===== config.mk =====
export PLATFORM = sky130hd
export DESIGN_NAME = mem_arbiter
export DESIGN_NICKNAME = d
export VERILOG_FILES = /design/src/rtl/mem_arbiter.sv
export SDC_FILE = /design/constraint.sdc
export NUM_CORES = 1
export LEC_CHECK = 0
export ABC_AREA = 0
export CORE_MARGIN = 10
export CORE_UTILIZATION = 40
export CTS_CLUSTER_DIAMETER = 200
export CTS_CLUSTER_SIZE = 30
export DETAILED_ROUTE_END_ITERATION = 10
export GPL_ROUTABILITY_DRIVEN = 0
export GPL_TIMING_DRIVEN = 0
export HOLD_SLACK_MARGIN = 0.06
export PLACE_DENSITY = 0.81
export SYNTH_ARGS = -nofsm -noshare
export SYNTH_HDL_FRONTEND = slang
export SYNTH_SLANG_ARGS = --single-unit

===== constraint.sdc =====
create_clock -name clk -period 2.9 [get_ports clk]
set_clock_uncertainty 0.15 [all_clocks]
set_input_delay 0.725 -clock clk [delete_from_list [all_inputs] [get_ports clk]]
set_output_delay 0.725 -clock clk [all_outputs]
set_load 0.02 [all_outputs]

===== src/rtl/mem_arbiter.sv =====
// Three-requester round-robin memory arbiter (data, fetch, dma) driving a single
// handshaked memory port, with a per-access timeout that returns 8'hFF and err.
module mem_arbiter #(
  parameter int ADDR_W  = 16,
  parameter int TIMEOUT = 15
) (
  input  logic              clk,
  input  logic              rst_n,
  input  logic [2:0]        req,
  input  logic [2:0]        we,
  input  logic [ADDR_W-1:0] addr0,
  input  logic [ADDR_W-1:0] addr1,
  input  logic [ADDR_W-1:0] addr2,
  input  logic [7:0]        wdata0,
  input  logic [7:0]        wdata2,
  output logic [2:0]        ack,
  output logic [7:0]        rdata,
  output logic              err,
  output logic              mem_req,
  output logic              mem_we,
  output logic [ADDR_W-1:0] mem_addr,
  output logic [7:0]        mem_wdata,
  input  logic              mem_ready,
  input  logic [7:0]        mem_rdata
);

  localparam int CNT_W = $clog2(TIMEOUT + 1);

  typedef enum logic [1:0] {IDLE, BUSY, ACK} state_t;

  state_t            state, state_nx;
  logic [1:0]        last_grant, grant, winner;
  logic [CNT_W-1:0]  tcnt;
  logic              timeout_hit;
  logic [7:0]        rdata_q;
  logic              err_q;
  logic [ADDR_W-1:0] sel_addr;
  logic              sel_we;
  logic [7:0]        sel_wdata;

  // The counter holds (BUSY cycles - 1), so the abort fires in BUSY cycle TIMEOUT.
  assign timeout_hit = (tcnt == CNT_W'(TIMEOUT - 1));

  // NOTE: every always_comb output gets a default first so no path can infer a latch.
  always_comb begin
    winner = 2'd0;
    case (last_grant)
      2'd0:    winner = req[1] ? 2'd1 : (req[2] ? 2'd2 : 2'd0);
      2'd1:    winner = req[2] ? 2'd2 : (req[0] ? 2'd0 : 2'd1);
      default: winner = req[0] ? 2'd0 : (req[1] ? 2'd1 : 2'd2);
    endcase
  end

  // The fetch port is read-only: its write enable is never honoured.
  always_comb begin
    sel_addr  = addr0;
    sel_we    = we[0];
    sel_wdata = wdata0;
    case (winner)
      2'd1: begin
        sel_addr  = addr1;
        sel_we    = 1'b0;
        sel_wdata = 8'h00;
      end
      2'd2: begin
        sel_addr  = addr2;
        sel_we    = we[2];
        sel_wdata = wdata2;
      end
      default: ;
    endcase
  end

  always_comb begin
    state_nx = state;
    case (state)
      IDLE:    if (|req) state_nx = BUSY;
      BUSY:    if (mem_ready || timeout_hit) state_nx = ACK;
      ACK:     state_nx = IDLE;
      default: state_nx = IDLE;
    endcase
  end

  assign mem_req = (state == BUSY);
  assign ack     = (state == ACK) ? (3'b001 << grant) : 3'b000;
  assign rdata   = (state == ACK) ? rdata_q : 8'h00;
  assign err     = (state == ACK) && err_q;

  // NOTE: sequential state uses non-blocking assignments so every register samples pre-edge values.
  always_ff @(posedge clk or negedge rst_n) begin
    if (!rst_n) begin
      state      <= IDLE;
      last_grant <= 2'd2;
      grant      <= 2'd0;
      tcnt       <= '0;
      mem_we     <= 1'b0;
      mem_addr   <= '0;
      mem_wdata  <= 8'h00;
      rdata_q    <= 8'h00;
      err_q      <= 1'b0;
    end else begin
      state <= state_nx;
      case (state)
        IDLE: begin
          if (|req) begin
            grant      <= winner;
            last_grant <= winner;
            tcnt       <= '0;
            mem_addr   <= sel_addr;
            mem_we     <= sel_we;
            mem_wdata  <= sel_wdata;
          end
        end
        BUSY: begin
          tcnt <= tcnt + 1'b1;
          // A completion in the timeout cycle still returns real data.
          if (mem_ready) begin
            rdata_q <= mem_rdata;
            err_q   <= 1'b0;
          end else if (timeout_hit) begin
            rdata_q <= 8'hFF;
            err_q   <= 1'b1;
          end
        end
        default: ;
      endcase
    end
  end

endmodule

# == Word-level counts from Yosys, hierarchy flattened ==
# Index checks and enable logic that the tools add are counted.
# totals
input_bits,81
out_inout_bits,38
regBits,44
wordCells,51
# op_classes
n_eq_ne,8
shifts,1
reduce_logical,11
n_addsub,1
n_mux,21
# ops
op,n
$pmux 16 s2,1
$mux 8,3
$pmux 8 s2,1
$mux 2,7
$pmux 2 s2,2
$pmux 4 s2,1
$reduce_and 2->1,4
$eq 2x1->1 const B,3
$add 4x1->4 const B,1
$eq 2x2->1 const B,2
$eq 4x4->1 const B,1
$logic_not 2->1,2
$mux 4,1
$reduce_bool 2->1,2
$mux 1,3
$mux 3,1
$reduce_or 3->1,1
$shl 1x2->3 const A,1
$ne 2x1->1 const B,1
$ne 2x2->1 const B,1
$pmux 1 s2,1
$logic_and 1x1->1,1
$logic_or 1x1->1,1

# == Depth between registers and ports, before layout ==
# Gate-level depths: netlist of the first run.
# depth
ltp_word,5
mapped_depth,8
ltp_nobuf,6

# == Least setup slack after synthesis of the first run ==
# Ideal clock, no wire load.
# synth_timing
kind,input to register
from,input port req[1]
to,register mem_addr[10]
setup_slack_ns,0.550
setup_time_ns,0.095
cell_stages,7
path_buffers,1
arrival_ns,2.105
required_ns,2.655
cell_sequence,nor2b_1 > a2bb2oi_1 > inv_1 > ha_1 > clkbuf_1 > a221oi_1 > o31ai_1
# synth_between
elab_chain_len,5
elab_cells_between_ends,9
classes_between,2 x eq/ne; 5 x mux; 2 x reduce/logical
# synth_lines
item,line,rtl
from (decl),9,"input logic [2:0] req,"
$mux 2 (2 in a row),50,default: winner = req[0] ? 2'd0 : (req[1] ? 2'd1 : 2'd2);
$pmux 2 s2 (*),47,case (last_grant)
via winner[1],32,"logic [1:0] last_grant, grant, winner;"
$eq 2x2->1 or $eq 2x1->1 (tied branches),59,case (winner)
$pmux 16 s2 (*),59,
to (signal assigned),109,mem_addr <= sel_addr;
to (decl),21,"output logic [ADDR_W-1:0] mem_addr,"
# Mark *: on every way through the listed nets, which the timed path passes. The rest lies on a longest branch.
# A chain may end at the register's enable or synchronous reset.

# == Final worst setup path of the first run ==
# layout_timing
from,input port req[1]
to,register mem_addr[11]
# layout_between
elab_chain_len,5
elab_cells_between_ends,9
classes_between,2 x eq/ne; 5 x mux; 2 x reduce/logical
# layout_lines
item,line
$mux 2 (2 in a row),50
$pmux 2 s2,47
$eq 2x2->1 or $eq 2x1->1 (tied branches),59
$pmux 16 s2,59
# Several ways; a longest one is shown, not always the timed one.

==> results by group, run 1 <==
Worst setup path
  • WP data required: 2.94 ns
  • Worst r2r src: last_grant[1]
  • CP max FO: 10
  • Critical Path Sink Type: register
  • Path type of the worst setup path: input port to register
  • Crit path buffers/inverters: 3
  • Critical Path Stages: 9
  • Worst reg2reg path endpoint: mem_addr[11]
  • Setup crit end: mem_addr[11]
  • CP Launch Type: input port
  • Worst stage delay on the critical path: 0.59 ns
  • Reg2Reg Setup Slack: between 0.6 and 0.7 ns
  • Gate family responsible for the most delay along the worst path: buffers and inverters
  • R2R depth: 8
  • WP data arrival: ~2.8 ns
  • Worst path slowest cell: clkdlybuf4s50_1
  • CP cell instances: clkdlybuf4s50_1 -> nor2b_4 -> a21oi_1 -> o21a_1 -> ha_1 -> buf_2 -> clkbuf_2 -> a221oi_1 -> o31ai_1
  • CP Launch Point: req[1]

Synth
  • Asr flop ratio synth: 100%
  • Average size of a mapped cell: 9.91 µm²
  • Synth area leaders: dfrtp_1, a221oi_1, o31ai_1, nor2b_1, nand3b_1
  • Post-synth top area share: between 40% and 50%
  • Distinct cells, synth: 38
  • Post-synth EDFFs: 0
  • Main synth FF type: dfrtp_1
  • Seq/Total Area, Yosys: 47.5%
  • #FFs+latches synth: 43
  • YS warnings: 0
  • Post-synth top cells: dfrtp_1, nor2b_1, a221oi_1, o21ai_0, o31ai_1
  • Mapped Area: about 0.0023 mm²
  • Post-Synthesis Net Count: around 310
  • Post-Syn Instances: 229
  • Count leader, synth: dfrtp_1
  • Leading area contributor after synthesis: dfrtp_1

Route
  • DR vias/cell: 5.44
  • First drt pass iteration count: 4
  • Iter 0 DRT Violations: 137
  • DR WL/cell: ~19 µm
  • Final wirelength: 8080 µm
  • DRC: 0
  • Post-route ant nets: 0
  • Vias: 2,316

Clock tree
  • CTS buffer count: 5
  • CTS root buffer: clkbuf_8
  • Clock Pin Slew Worst Setup and Hold Paths: 0.09 ns
  • Max clock buf depth: 2
  • Clock Latency Late Sink: approximately 0.31 ns
  • CTS tree: built
  • # clock sinks: 43
  • H-tree depth: 2

Power
  • Leak pwr: around 1.5 nW
  • Power per Cell Area: 950 mW/mm²
  • Worst IR Drop VDD: 0.532 mV

Finish
  • Sequential Area: 0.00108 mm²
  • # fillers: between 400 and 500
  • Share of post-route cells with drive strength above 1: 9.04%
  • Area growth, synth to finish: 64.4%
  • Post-route cell area: approximately 0.0037 mm²
  • Final Net Count: 438
  • Antenna diode count: 0
  • Multi-input combinational cell area: 0.00115 mm²

Floorplan
  • Die Y: 95.3 µm
  • Row cnt: 27
  • # IOs: 119
  • Starting Density: 41.2%
  • Core area: 0.00551 mm²
  • Area of the die: 0.00908 mm²
  • Width of the die: 95.3 µm

Timing
  • Setup WS post-layout: 0.148 ns
  • Final Hold Viols: 0
  • Rel. slew slack: 66.2%
  • Final Max Tran Viols: 0
  • Period utilisation layout: 94.9%
  • Crit path time final: between 2 and 3 ns
  • Setup_tns: 0 ns
  • Worst Tran Pin Value: between 0.5 and 0.6 ns
  • # setup viols final: 0
  • Fmax achieved: roughly 360 MHz

Placed design
  • IO buf count: around 120
  • Detailed Place HPWL: 6330 µm
  • Area after DPL: 0.00354 mm²
  • Pre-CTS setup slack: -0.467 ns

Global route
  • Largest net degree at the start of global routing: 32
  • Total GRT Usage: 17.2%
  • Initial antenna violation count: 0
  • Vias in the first global route: 2,409
  • First-pass GRT wire length: 12,300 µm
  • Total grt overflow: 0

Run
  • Total of max-cap violations: 0

Outcome
  • Status: complete, no violations

Min path
  • Worst hold path type: input port to async pin
## how the worst min path moves through the flow
stage            startpoint            end  slack (ns)  depth (start not counted)
6_report              rst_n  last_grant[0]        0.15                          1
5_1_grt               rst_n  last_grant[0]        0.15                          1
4_1_cts               rst_n  last_grant[0]        0.16                          1
3_5_place_dp     rdata_q[5]     rdata_q[5]        0.34                          1
3_3_place_gp   mem_addr[11]   mem_addr[11]        0.33                          2
2_1_floorplan         rst_n          err_q        0.28                          0
## layer usage
metal  share of wire (%)  vias up  global-route usage [%]  wire length [µm]
li1                    -     1108                       -                 -
met3                 5.3        9                    4.24               431
met5                   0        -                       0                 0
met1                  37     1140                    18.9              3020
met4                 1.4        0                    4.86               111
met2                  56       59                    32.0              4530
## state kept, by name, summed over array words and instances, names as in the netlist
register,cells
rdata_q,8
tcnt,4
state,2
grant,1
last_grant,2
mem_wdata,8
mem_addr,16
err_q,1
mem_we,1
## power breakdown
part	switching, mW	internal [mW]	total [mW]
combinational	1.02	0.916	1.93
clock	0.220	0.343	0.563
sequential	0.181	0.865	1.05
total	1.42	2.12	3.54
## what timing repair did
item,4_1_cts,5_1_grt
setup buffers,0,0
endpoints found under the setup margin,16,34
gates resized for setup,4,13
hold buffers,0,0
cloned,0,0
## placed cells by master (no fill, tap or decap), drive strengths merged, types with 2 or more instances in the layout
cell type	n
and2	9
bufinv	2
nor2b	19
nand3b	11
nor3b	2
ha	4
clkdlybuf4s50	116
dfrtp	42
nand2	12
o31ai	16
a221oi	16
a31oi	10
inv	3
o22a	8
nor2	7
clkbuf	16
o21ai	18
a21oi	15
buf	7
nor3	2
nand2b	3
## metrics by stage
step / utilization [%] / hold slack, ns / instances / power (mW)
after floorplan: - / 0.279 / 229 / 2.11
after global placement: 64.1 / 0.326 / 418 / 2.88
after detailed placement: 64.4 / 0.341 / 419 / 2.94
after CTS: 67.1 / 0.158 / 427 / 3.52
after global routing: 67.7 / 0.154 / 426 / 3.76
final: 67.7 / 0.150 / 426 / 3.54
## cells by family (layout without fill, tap and decap cells)
family                     Yosys count  after routing  share of synthesized area (%)
AOI/OAI and AO/OA                   90             90                           27.1
and+or+nand+nor                     68             68                           17.9
DFF                                 43             43                           47.5
buffers and inverters               20            145                           3.58
adders and majority gates            4              4                           2.21
xor gates and xnor gates             2              2                          0.772
muxes                                2              2                          0.938
## area by class of cell
cell class,count,area share [%]
Tap cell,72,2.42
Timing Repair Buffer,118,31.8
Multi-Input combinational cell,166,30.9
Inverter,3,0.302
Buffer,16,2.01
Clock inverter,3,1.81
Clock buffer,5,1.85
Sequential cell,43,28.9
Power figures use the tool's default switching activity.
==> run 2: changes to the inputs <==
CELL_PAD_IN_SITES_DETAIL_PLACEMENT = 1   (was not set)
CELL_PAD_IN_SITES_GLOBAL_PLACEMENT = 2   (was not set)
CORE_UTILIZATION = 22   (was 40)
PLACE_DENSITY = not set   (was 0.81)
PLACE_DENSITY_LB_ADDON = 0.1   (was not set)
==> run 2 against run 1 <==
Effect of this change: hold slack improved by 0.082 ns; largest power group unchanged; via count shrank 2.6%; clock-buffer cell count increased by 2; highest routed layer unchanged.
==> results by group, run 2 (same netlist as run 1, synthesis figures left out) <==
Outcome
  • Status: complete, no violations (unchanged)

Finish
  • Most common cell after layout, fill and taps aside: clkdlybuf4s50_1 (unchanged)
  • Area growth, synth to finish: 66.2% (was 64.4%)
  • Top flop regs: mem_addr (16), mem_wdata (8), rdata_q (8) (unchanged)
  • Max FFs per register: 16 (unchanged)
  • # fillers: 1,180 (was 427)
  • Most frequent cells in the layout: clkdlybuf4s50_1, dfrtp_1, nor2b_1, o21ai_0, o31ai_1 (unchanged)
  • Antenna diode count: 0 (unchanged)
  • Final Instance Count excl. Fillers: 490 (was 426)
  • Final Net Count: 438 (unchanged)
  • Reg with most FFs: mem_addr (unchanged)
  • Share of post-route cells with drive strength above 1: 9.60% (was 9.04%)

Power
  • Power Internal: 1.97 mW (was 2.12 mW)
  • Power per Cell Area: 894 mW/mm² (was 950 mW/mm²)
  • Combinational Power Share: 57.8% (was 54.5%)
  • Sw Ratio: 41.6% (was 40.0%)
  • Worst IR Drop VDD: 0.334 mV (was 0.532 mV)
  • Clk network pwr share: 11.2% (was 15.9%)
  • Leak pwr: 1.45 nW (was 1.46 nW)
  • Sw Pwr: 1.40 mW (was 1.42 mW)
  • Sequential power share: 30.9% (was 29.6%)

Timing
  • Fmax achieved: 363 MHz (about the same)
  • # setup viols final: 0 (unchanged)
  • RSZ-0062 raised after global routing: true
  • Rel. slew slack: 66.4% (was 66.2%)
  • Crit path time final: 2.76 ns (was 2.75 ns)
  • Worst hold slack: 0.232 ns (was 0.150 ns)
  • Period utilisation layout: 95.1% (was 94.9%)
  • Worst Tran Pin Value: 0.501 ns (was 0.507 ns)
  • Setup_tns: 0 ns (unchanged)
  • Final Max Tran Viols: 0 (unchanged)
  • Final Hold Viols: 0 (unchanged)

Worst setup path
  • Path type of the worst setup path: input port to register (unchanged)
  • CP Launch Type: input port (unchanged)
  • Worst reg2reg path endpoint: mem_addr[13] (was mem_addr[11])
  • Critical Path Sink Type: register (unchanged)
  • Reg2Reg Setup Slack: 0.63 ns (was 0.61 ns)
  • Worst r2r src: last_grant[1] (unchanged)
  • R2R depth: 8 (unchanged)
  • WP data required: 2.93 ns (was 2.94 ns)
  • CP Launch Point: req[1] (unchanged)
  • Setup crit end: mem_addr[13] (was mem_addr[11])
  • WP data arrival: 2.79 ns (about the same)
  • CP max FO: 10 (unchanged)

Placed design
  • Placed Cells: 483 (was 419)
  • IO buf count: 117 (unchanged)
  • Detailed Place HPWL: 7000 µm (was 6330 µm)

Floorplan
  • Width of the die: 122 µm (was 95.3 µm)
  • Die Y: 122 µm (was 95.3 µm)
  • # IOs: 119 (unchanged)
  • Starting Density: 22.3% (was 41.2%)
  • Area of the die: 0.0148 mm² (was 0.00908 mm²)
  • Core area: 0.0102 mm² (was 0.00551 mm²)
  • Row cnt: 37 (was 27)

Global route
  • Vias in the first global route: 2,598 (was 2,409)
  • Total grt overflow: 0 (unchanged)
  • Total GRT Usage: 11.8% (was 17.2%)
  • First-pass GRT wire length: 13,700 µm (was 12,300 µm)
  • Largest net degree at the start of global routing: 26 (was 32)
  • Initial antenna violation count: 0 (unchanged)

Route
  • Final wirelength: 8860 µm (was 8080 µm)
  • Iter 0 DRT Violations: 51 (was 137)
  • DRC: 0 (unchanged)
  • DR WL/cell: 18.1 µm (was 19.0 µm)
  • Post-route ant nets: 0 (unchanged)
  • Vias: 2,256 (was 2,316)
  • First drt pass iteration count: 4 (unchanged)
  • DR vias/cell: 4.60 (was 5.44)

Clock tree
  • Clock Latency Late Sink: 0.29 ns (was 0.31 ns)
  • H-tree depth: 2 (unchanged)
  • Clock Pin Slew Worst Setup and Hold Paths: 0.09 ns (about the same)
  • CTS tree: built (unchanged)
  • CTS Hold Bufs: 0 (unchanged)
  • # clock sinks: 43 (unchanged)
  • CTS root buffer: clkbuf_8 (unchanged)
  • CTS buffer count: 5 (unchanged)
  • Max clock buf depth: 2 (unchanged)

Run
  • Total of max-cap violations: 0 (unchanged)

Min path
  • Worst hold path type: input port to async pin (unchanged)
==> run 2: cell count changes in the layout (fill, tap and decap cells not counted), moves of 2 or more <==
cell / delta
a221oi_1: -2
a221oi_2: +2
bufinv_16: -2
clkbuf_4: +2
==> run 2: through the flow <==
step / area, µm² / power [mW] / setup slack [ns] / util, %
3_5_place_dp: 3620 / 2.98 / -0.556 / 35.6
3_3_place_gp: 3610 / 2.94 / -0.524 / 35.4
5_1_grt: 3770 / 3.69 / -0.0144 / 37.0
4_1_cts: 3720 / 3.39 / 0.0151 / 36.5
2_1_floorplan: 2270 / 2.11 / 0.550 / -
6_report: 3770 / 3.37 / 0.142 / 37.0
==> run 2: what timing repair did <==
| action | 4_1_cts | 5_1_grt |
|---|---|---|
| setup endpoints to repair | 34 | 25 |
| setup buffers | 0 | 0 |
| resized for setup | 6 | 18 |
| endpoints found under the hold margin | 0 | 0 |
==> run 2: final cells by class <==
| cell class | count | area (µm²) | area share (%) |
|---|---|---|---|
| plain buffers | 16 | 80.1 | 2.12 |
| clock buffers | 7 | 76.3 | 2.02 |
| clock inverters | 1 | 5.00 | 0.133 |
| inverters | 3 | 11.3 | 0.299 |
| multi-input cells | 166 | 1160 | 30.9 |
| flip-flops and latches | 43 | 1080 | 28.6 |
| well taps | 136 | 170 | 4.51 |
| repair buffers | 118 | 1190 | 31.5 |
==> run 2: worst max-delay path, cell delays in order <==
cell and delay [ns]:
clkdlybuf4s50_1 0.60, nor2b_4 0.23, a21oi_1 0.07, o21a_1 0.19, ha_1 0.18, buf_2 0.16, buf_2 0.22, a221oi_1 0.30
o31ai_1 0.11
==> run 2: power groups by stage <==
stage	Clock (mW)	Sequential (mW)	Combinational [mW]
after floorplan	0	1.23	0.881
after global placement	0	1.03	1.91
after detailed placement	0	1.05	1.93
after CTS	0.403	1.04	1.95
after global routing	0.429	1.09	2.18
final	0.378	1.04	1.95
==> run 2: how the worst min path moves through the flow <==
stage | to | slack, ns | depth (start not counted)
2_1_floorplan | err_q | 0.28 | 0
3_3_place_gp | mem_addr[11] | 0.33 | 2
3_5_place_dp | rdata_q[6] | 0.34 | 1
4_1_cts | mem_addr[15] | 0.24 | 1
5_1_grt | mem_addr[15] | 0.26 | 1
6_report | mem_addr[15] | 0.23 | 1
==> run 2: per-layer routing <==
layer	up-vias	track usage, %	routed length [µm]
li1	1103	-	-
met1	1076	14.1	3890
met2	72	19.6	4190
met3	5	4.58	690
met4	0	2.68	79
met5	-	0	0
==> run 3: changes to the inputs <==
CAP_MARGIN = 20   (was not set)
==> results of run 3 <==
No change in the layout: final DEF, timing and power equal those of run 2.
